--- config.mk ---
export PLATFORM = sky130hd
export DESIGN_NAME = multicycle_control_fsm
export DESIGN_NICKNAME = d
export VERILOG_FILES = /design/src/rtl/ctrl_pkg.sv /design/src/rtl/imm_src_decoder.sv /design/src/rtl/multicycle_control_fsm.sv
export SDC_FILE = /design/constraint.sdc
export NUM_CORES = 1
export LEC_CHECK = 0
export ABC_CLOCK_PERIOD_IN_PS = 4300
export BUFFER_PORTS_ARGS = -buffer_cell sky130_fd_sc_hd__buf_2
export CORE_ASPECT_RATIO = 1.1
export CORE_MARGIN = 4
export CORE_UTILIZATION = 55
export CTS_CLUSTER_SIZE = 14
export DETAILED_ROUTE_END_ITERATION = 12
export GPL_ROUTABILITY_DRIVEN = 0
export PLACE_DENSITY = 0.82
export RECOVER_POWER = 25
export SLEW_MARGIN = 10
export SYNTH_ARGS = -nofsm -noshare
export SYNTH_HDL_FRONTEND = slang
export SYNTH_HIERARCHICAL = 1
export SYNTH_SLANG_ARGS = --single-unit
--- constraint.sdc ---
create_clock -name clk -period 4.3 [get_ports clk]
set_clock_uncertainty 0.2 [all_clocks]
set_input_delay 0.43 -clock clk [delete_from_list [all_inputs] [get_ports clk]]
set_output_delay 0.43 -clock clk [all_outputs]
set_load 0.1 [all_outputs]
--- src/rtl/ctrl_pkg.sv ---
// Shared encodings for the multicycle RV32I sequencing controller: state codes,
// opcodes and the datapath select-field values.
package ctrl_pkg;

  typedef logic [3:0] stateT;

  localparam stateT StFetch    = 4'd0;
  localparam stateT StDecode   = 4'd1;
  localparam stateT StMemAdr   = 4'd2;
  localparam stateT StMemRead  = 4'd3;
  localparam stateT StMemWb    = 4'd4;
  localparam stateT StMemWrite = 4'd5;
  localparam stateT StExecR    = 4'd6;
  localparam stateT StExecI    = 4'd7;
  localparam stateT StAluWb    = 4'd8;
  localparam stateT StBranch   = 4'd9;
  localparam stateT StJal      = 4'd10;
  localparam stateT StJalr1    = 4'd11;
  localparam stateT StJalr2    = 4'd12;
  localparam stateT StLui      = 4'd13;
  localparam stateT StAuipc    = 4'd14;
  localparam stateT StTrap     = 4'd15;

  localparam logic [6:0] OpLoad   = 7'b0000011;
  localparam logic [6:0] OpStore  = 7'b0100011;
  localparam logic [6:0] OpReg    = 7'b0110011;
  localparam logic [6:0] OpImm    = 7'b0010011;
  localparam logic [6:0] OpBranch = 7'b1100011;
  localparam logic [6:0] OpJal    = 7'b1101111;
  localparam logic [6:0] OpJalr   = 7'b1100111;
  localparam logic [6:0] OpLui    = 7'b0110111;
  localparam logic [6:0] OpAuipc  = 7'b0010111;

  localparam logic [1:0] ResAluOut    = 2'b00;
  localparam logic [1:0] ResData      = 2'b01;
  localparam logic [1:0] ResAluResult = 2'b10;

  localparam logic [1:0] SrcAPc    = 2'b00;
  localparam logic [1:0] SrcAOldPc = 2'b01;
  localparam logic [1:0] SrcARd1   = 2'b10;

  localparam logic [1:0] SrcBRd2  = 2'b00;
  localparam logic [1:0] SrcBImm  = 2'b01;
  localparam logic [1:0] SrcBFour = 2'b10;

  localparam logic [1:0] AluAdd    = 2'b00;
  localparam logic [1:0] AluBranch = 2'b01;
  localparam logic [1:0] AluFunct  = 2'b10;
  localparam logic [1:0] AluPassB  = 2'b11;

  localparam logic [2:0] ImmI = 3'b000;
  localparam logic [2:0] ImmS = 3'b001;
  localparam logic [2:0] ImmB = 3'b010;
  localparam logic [2:0] ImmJ = 3'b011;
  localparam logic [2:0] ImmU = 3'b100;

  localparam logic [1:0] CauseNone    = 2'b00;
  localparam logic [1:0] CauseIllegal = 2'b01;
  localparam logic [1:0] CauseTimeout = 2'b10;

  function automatic logic isWaitState(input stateT s);
    return (s == StFetch) || (s == StMemRead) || (s == StMemWrite);
  endfunction

endpackage

--- src/rtl/imm_src_decoder.sv ---
// Combinational opcode to immediate-format select; unknown opcodes give the I format.
module imm_src_decoder
  import ctrl_pkg::*;
(
  input  logic [6:0] op,
  output logic [2:0] immSrc
);

  always_comb begin
    immSrc = ImmI;
    case (op)
      OpStore:        immSrc = ImmS;
      OpBranch:       immSrc = ImmB;
      OpJal:          immSrc = ImmJ;
      OpLui, OpAuipc: immSrc = ImmU;
      default:        immSrc = ImmI;
    endcase
  end

endmodule

--- src/rtl/multicycle_control_fsm.sv ---
// Multicycle RV32I sequencer: steps each instruction through the shared datapath,
// with memory-wait timeout, sticky trap and retired-instruction counter.
module multicycle_control_fsm
  import ctrl_pkg::*;
#(
  parameter int unsigned WAIT_LIMIT = 16,
  parameter int unsigned INSTRET_W  = 32
) (
  input  logic                 clk,
  input  logic                 reset,
  input  logic [6:0]           op,
  input  logic                 mem_ready,
  output logic                 mem_req,
  output logic                 AdrSrc,
  output logic                 IRWrite,
  output logic                 PCUpdate,
  output logic                 Branch,
  output logic                 RegWrite,
  output logic                 MemWrite,
  output logic [1:0]           ResultSrc,
  output logic [1:0]           ALUSrcA,
  output logic [1:0]           ALUSrcB,
  output logic [1:0]           ALUOp,
  output logic [2:0]           ImmSrc,
  output logic                 trap,
  output logic [1:0]           trap_cause,
  output logic [INSTRET_W-1:0] instret
);

  localparam int unsigned WaitW = (WAIT_LIMIT == 0) ? 1 : $clog2(WAIT_LIMIT + 1);
  localparam logic [WaitW-1:0] WaitLast = WaitW'((WAIT_LIMIT == 0) ? 0 : WAIT_LIMIT - 1);

  stateT                stateQ, stateD;
  logic [WaitW-1:0]     waitQ, waitD;
  logic [INSTRET_W-1:0] instretQ, instretD;
  logic                 trapQ, trapD;
  logic [1:0]           causeQ, causeD;
  logic                 retire;
  logic                 timeout;

  imm_src_decoder uImmSrc (
    .op     (op),
    .immSrc (ImmSrc)
  );

  // waitQ counts cycles already spent waiting; this cycle would be the WAIT_LIMIT-th.
  assign timeout = (WAIT_LIMIT != 0) && isWaitState(stateQ) && !mem_ready &&
                   (waitQ == WaitLast);

  always_comb begin
    stateD = stateQ;
    causeD = causeQ;
    retire = 1'b0;
    case (stateQ)
      StFetch:    if (mem_ready) stateD = StDecode;
      StDecode: begin
        case (op)
          OpLoad, OpStore: stateD = StMemAdr;
          OpReg:           stateD = StExecR;
          OpImm:           stateD = StExecI;
          OpBranch:        stateD = StBranch;
          OpJal:           stateD = StJal;
          OpJalr:          stateD = StJalr1;
          OpLui:           stateD = StLui;
          OpAuipc:         stateD = StAuipc;
          default: begin
            stateD = StTrap;
            causeD = CauseIllegal;
          end
        endcase
      end
      StMemAdr:   stateD = (op == OpStore) ? StMemWrite : StMemRead;
      StMemRead:  if (mem_ready) stateD = StMemWb;
      StMemWb: begin
        stateD = StFetch;
        retire = 1'b1;
      end
      StMemWrite: begin
        if (mem_ready) begin
          stateD = StFetch;
          retire = 1'b1;
        end
      end
      StExecR, StExecI, StJal, StJalr2, StLui, StAuipc: stateD = StAluWb;
      StJalr1:    stateD = StJalr2;
      StAluWb, StBranch: begin
        stateD = StFetch;
        retire = 1'b1;
      end
      default:    stateD = StTrap;
    endcase
    if (timeout) begin
      stateD = StTrap;
      causeD = CauseTimeout;
    end
  end

  always_comb begin
    trapD    = trapQ | (stateD == StTrap);
    waitD    = (isWaitState(stateQ) && (stateD == stateQ)) ? waitQ + WaitW'(1) : '0;
    instretD = retire ? instretQ + INSTRET_W'(1) : instretQ;
  end

  always_ff @(posedge clk or negedge reset) begin
    if (!reset) begin
      stateQ   <= StFetch;
      waitQ    <= '0;
      instretQ <= '0;
      trapQ    <= 1'b0;
      causeQ   <= CauseNone;
    end else begin
      stateQ   <= stateD;
      waitQ    <= waitD;
      instretQ <= instretD;
      trapQ    <= trapD;
      causeQ   <= causeD;
    end
  end

  always_comb begin
    mem_req   = 1'b0;
    AdrSrc    = 1'b0;
    IRWrite   = 1'b0;
    PCUpdate  = 1'b0;
    Branch    = 1'b0;
    RegWrite  = 1'b0;
    MemWrite  = 1'b0;
    ResultSrc = ResAluOut;
    ALUSrcA   = SrcAPc;
    ALUSrcB   = SrcBRd2;
    ALUOp     = AluAdd;
    case (stateQ)
      StFetch: begin
        mem_req   = 1'b1;
        IRWrite   = mem_ready;
        PCUpdate  = mem_ready;
        ALUSrcB   = SrcBFour;
        ResultSrc = ResAluResult;
      end
      StDecode: begin
        ALUSrcA = SrcAOldPc;
        ALUSrcB = SrcBImm;
      end
      StMemAdr, StJalr1: begin
        ALUSrcA = SrcARd1;
        ALUSrcB = SrcBImm;
      end
      StMemRead: begin
        mem_req = 1'b1;
        AdrSrc  = 1'b1;
      end
      StMemWb: begin
        ResultSrc = ResData;
        RegWrite  = 1'b1;
      end
      StMemWrite: begin
        mem_req  = 1'b1;
        AdrSrc   = 1'b1;
        MemWrite = 1'b1;
      end
      StExecR: begin
        ALUSrcA = SrcARd1;
        ALUOp   = AluFunct;
      end
      StExecI: begin
        ALUSrcA = SrcARd1;
        ALUSrcB = SrcBImm;
        ALUOp   = AluFunct;
      end
      StAluWb:  RegWrite = 1'b1;
      StBranch: begin
        ALUSrcA = SrcARd1;
        ALUOp   = AluBranch;
        Branch  = 1'b1;
      end
      StJal, StJalr2: begin
        ALUSrcA  = SrcAOldPc;
        ALUSrcB  = SrcBFour;
        PCUpdate = 1'b1;
      end
      StLui: begin
        ALUSrcB = SrcBImm;
        ALUOp   = AluPassB;
      end
      StAuipc: begin
        ALUSrcA = SrcAOldPc;
        ALUSrcB = SrcBImm;
      end
      default: ;
    endcase
  end

  assign trap       = trapQ;
  assign trap_cause = causeQ;
  assign instret    = instretQ;

endmodule

---- Yosys cells after proc, flatten, opt, wreduce, memory -nomap -nowiden ----
Index checks and enable logic that the tools add are counted.
cells by class
  add/sub/neg operators ................... 2
  $mul .................................... 0
  divide/modulo/power cells ............... 0
  order comparisons ....................... 0
  eq/ne operators ......................... 27
  shifts and indexed selects .............. 0
  muxes and demuxes ....................... 25
  bitwise gates (word level) .............. 1
  reductions and logical operators ........ 23
operators by type and width
  kind                   number
  $pmux 4 s8             2
  $add 32x1->32 const B  1
  $eq 4x4->1 const B     8
  $eq 7x6->1 const B     3
  $eq 7x7->1 const B     3
  $eq 4x3->1 const B     4
  $mux 4                 4
  $eq 7x5->1 const B     2
  $pmux 2 s2             3
  $pmux 3 s4             1
  $reduce_or 2->1        6
  $reduce_or 6->1        2
  $reduce_or 3->1        3
  $reduce_or 9->1        1
  $eq 4x2->1 const B     2
  $eq 7x2->1 const B     1
  $mux 1                 7
  $mux 2                 3
  $pmux 2 s3             1
  $add 5x1->5 const B    1
  $eq 5x4->1 const B     1
  $mux 5                 1
  $reduce_or 5->1        1
  $eq 4x1->1 const B     1
  12 further kinds       16
storage, ports and cells
  register bits after elaboration ......... 44
  bits in latches ......................... 0
  bits in writable memories ............... 0
  memory bits (read-only) ................. 0
  input port bits ......................... 10
  output and inout port bits .............. 53
  logic and storage cells ................. 83
  memories ................................ 0

---- Depth between registers and ports, before layout ----
  depth after elaboration ................. 9
  depth in mapped cells ................... 9
  mapped depth without buffers ............ 9

---- Modules after synthesis ----
The synthesis kept the hierarchy.
by module, submodules not included
  module                  instances  cells each  area an instance (um^2)  sequential area each (um^2)
  multicycle_control_fsm  1          257         2,424.8                  1,101.1
  imm_src_decoder         1          8           61.3                     0.0

---- Worst setup path after synthesis ----
No wires, ideal clock.
  path kind ............................... register -> output
  from .................................... reg stateQ[2]
  to ...................................... out IRWrite
  arrival ................................. 4.837 ns
  data required time ...................... 3.670 ns
  path slack .............................. -1.167 ns
  cell stages (with the launch flop) ...... 5
  path buffers ............................ 2
  path through ............................ dfrtp_1 > clkbuf_1 > clkbuf_1 > nor4_1 > and2_1
on the way
  cells in the longest elaborated chain, start to end .. 2
RTL lines
  what                    line                           source
  from (decl)             multicycle_control_fsm.sv:33   stateT stateQ, stateD;
  from (signal assigned)  multicycle_control_fsm.sv:106  stateQ <= StFetch;
  from (signal assigned)  multicycle_control_fsm.sv:112  stateQ <= stateD;
  $logic_not 4->1         multicycle_control_fsm.sv:132  case (stateQ)
  $mux 1                  multicycle_control_fsm.sv:132
  to (decl)               multicycle_control_fsm.sv:15   output logic IRWrite,
Every way passes these cells.

---- Worst setup path after layout ----
  from .................................... reg stateQ[2]
  to ...................................... out ALUSrcB[0]
on the way
  cells in the longest elaborated chain, start to end .. 3
  elaborated cells between the ends (all ways) .. 12
  classes of those cells .................. 8 x eq/ne; 1 x mux; 3 x reduce/logical
RTL lines
  what                                                          line                           source
  $eq 4x1->1 (tied with other cells)                            multicycle_control_fsm.sv:132
  $reduce_or 6->1 (no line) or $reduce_or 3->1 (tied branches)  -
  $pmux 2 s2 (*)                                                multicycle_control_fsm.sv:132
  to (decl)                                                     multicycle_control_fsm.sv:22   output logic [1:0] ALUSrcB,
Mark *: on every way between the ends. The rest lies on a longest branch, timed or not.

==> results.md <==
* Worst skew pair latency at 0.29 ns
* Sink Count at 44
* Hold Buf Count CTS at 0
* WL final at 5290 microns
* FFs w/ async S/R, synth at 100%
* Cells on Worst Hold Path at 1
* Critical path buffers and inverters at 1
* Final setup violation count at 0
* Final min period at 2.83 ns
* Clk pin slew, worst setup/hold paths at 0.07 ns
* Arr. time, crit path at 2.20 ns
* Syn nets at 278
* GRT overflow at 0
* Most frequent cells in the layout: buf_2 (61), dfrtp_1 (44), nand2_1 (27)
* Synth unique cells at 50
* Pre-antenna DRT Iters at 4
* Max Used Layer: met4
* Bufs on Longest Clock Path at 2
* Largest net degree at the start of global routing at 45
* Period utilization at 65.8%
* CTS Buf Count at 5
* Vias in the first global route at 1,988
* Setup TNS at 0 ns
* Via count at 2,101
* Die area at 5660 sq um
* Synth area leaders: dfrtp_1 (44%), xnor2_1 (9.2%), nand3_1 (4.2%)
* Failing checks: capacitance limit, slew limit
* I/O Buffers at 62
* Met1 wire length at 2180 microns
* Post-synth EDFFs at 0
* # diodes at 0
* Commonest non-fill, non-tap cell in the layout: buf_2
* CP Capture Type: output pin
* TritonCTS clock tree: built
* Gr usage total at 19.9%
* Worst path depth at 5
* Sequential area share after synthesis at 44.3%
* # Max-Cap Violations at 1
* DRT antenna net count at 0
* Status: finished, violations left
* DRT iter0 DRCs at 108
* Final nets at 337
* HPWL after DPL at 4020 microns
* Setup bufs post-CTS at 0
* CTS Root Cell: clkbuf_8
* Initial Utilization at 57.2%
* Primary FF master, synth: dfrtp_1
* Die Ht at 78.5 microns
* Power Density at 682 nW/um^2
* CP peak stage delay at 0.74 ns
* VDD IR-drop max at 0.713 mV
* DR WL met3 at 268 microns
* Critical path fanouts, max at 21
* Cell area after synthesis at 2490 sq um
* RSZ-0062 raised after global routing: false
* Cells after Synth at 265
* # IOs at 63
* Worst Path Class, Setup: reg -> out
* Measured slew at the worst slew-check pin at 2.28 ns
* Slowest-stage cell, CP: dfrtp_1
* Initial antenna violation count at 0
* R2R depth at 9
* Post-synth top area cell: dfrtp_1
* Number of core rows at 25
* CP Cell Sequence: nand2b_1, and2_1, xnor2_1, o21ai_0, buf_2
* Core Region at 4350 sq um
* CP startpoint kind: register
* Hold crit path type: reg -> reg
* CP top delay family: flip-flops
* Mapped Avg Cell Area at 9.38 sq um
* Yosys top cell area share at 44.3%
* P&R area growth vs syn at 16.9%
* Final Hold Fails at 0
* DRC at 0
* Seq cells post-synth at 44
* Yosys warning total at 6
* First-pass GRT wire length at 9060 microns
* Routed vias/inst at 5.56
* Leakage at 1.43 nW
* Die W at 72.1 microns
* WL met2 at 2780 microns
* Routed length per instance at 14.0 microns
* F_max at 0.354 GHz
* Worst Path Required at 3.67 ns
* Max_slew headroom at -51.8%
* Post_cts resized at 0
* Max-slew violations at 45
* Final hold slack at 0.277 ns
* Share of layout cells above drive strength 1 at 25.6%
* CTS H-tree lvls at 2
-- report_power, final --
part / internal [mW] / total, mW / switching [mW]
clock: 0.111 / 0.241 / 0.130
combinational: 0.235 / 1.18 / 0.943
sequential: 0.458 / 0.563 / 0.105
total: 0.804 / 1.98 / 1.18
-- synth_stat cells, types with 3 or more instances --
| cell type | n |
|---|---|
| clkbuf_1 | 7 |
| ha_1 | 3 |
| dfrtp_1 | 44 |
| inv_1 | 10 |
| nor3_1 | 10 |
| mux2_2 | 3 |
| nand4_1 | 3 |
| nand3_1 | 21 |
| nand2b_1 | 6 |
| nor3b_1 | 3 |
| xnor2_1 | 26 |
| and3_1 | 5 |
| nor2_1 | 18 |
| and2_1 | 7 |
| nor2b_1 | 4 |
| nor3_2 | 4 |
| o21ai_0 | 4 |
| nand2_1 | 27 |
| a21oi_1 | 6 |
| xor2_1 | 12 |
| or3_1 | 5 |
-- worst paths after layout --
path / slack (ns) / endpoint / start
max in group asynchronous: 1.99 / stateQ[2] / reset
hold / removal: 0.28 / waitQ[0] / waitQ[0]
hold reg to reg: 0.28 / waitQ[0] / waitQ[0]
min in group asynchronous: 0.61 / instret[25] / reset
setup reg to reg: 1.61 / waitQ[1] / waitQ[0]
setup / recovery: 1.47 / ALUSrcB[0] / stateQ[2]
-- sequential cells by signal (all words and copies together), names as in the netlist --
| register | flops |
|---|---|
| trap | 1 |
| waitQ | 5 |
| stateQ | 4 |
| trap_cause | 2 |
| instret | 32 |
-- routing by layer --
metal  vias up  GRT usage (%)
met5         -              0
met3         6           4.35
li1       1035              -
met2        50           35.2
met4         0           6.02
met1      1010           23.7
-- worst register-to-register path: stages, from the launching register on --
cell and delay (ns):
dfrtp_1 0.40, ha_1 0.22, and3_1 0.19, ha_1 0.24, o21ba_2 0.23, a32oi_1 0.17
o22ai_1 0.12, a211o_1 0.34, xnor2_1 0.36, nor3b_1 0.11
-- stage by stage --
stage | cell area, sq um | utilization, % | cells | worst slack, ns | total power, mW
2_1_floorplan | 2500 | - | 265 | 0.151 | 1.57
3_3_place_gp | 2830 | 65.1 | 371 | 1.76 | 1.73
3_5_place_dp | 2830 | 65.1 | 371 | 1.63 | 1.75
4_1_cts | 2910 | 66.9 | 378 | 1.48 | 1.99
5_1_grt | 2910 | 66.8 | 378 | 1.26 | 2.08
6_report | 2910 | 66.8 | 378 | 1.47 | 1.98
-- logic make-up after synthesis --
kind of cell | share of synthesized area [%]
AO/OA/AOI/OAI | 7.60
XOR/XNOR | 13.4
adder cells (fa/ha/maj) | 1.51
buffers and inverters | 3.32
flip-flops | 44.3
multiplexers | 1.36
AND/OR/NAND/NOR | 28.5
-- final cells by class --
cell class | instances | area, sq um
Clock inverter | 1 | 5.00
Multi-Input combinational cell | 201 | 1310
Tap cell | 54 | 67.6
Fill cell | 360 | 1440
Sequential cell | 44 | 1100
Inverter | 10 | 37.5
Timing Repair Buffer | 62 | 309
Clock buffer | 6 | 72.6
(Power assumes the default switching activity.)
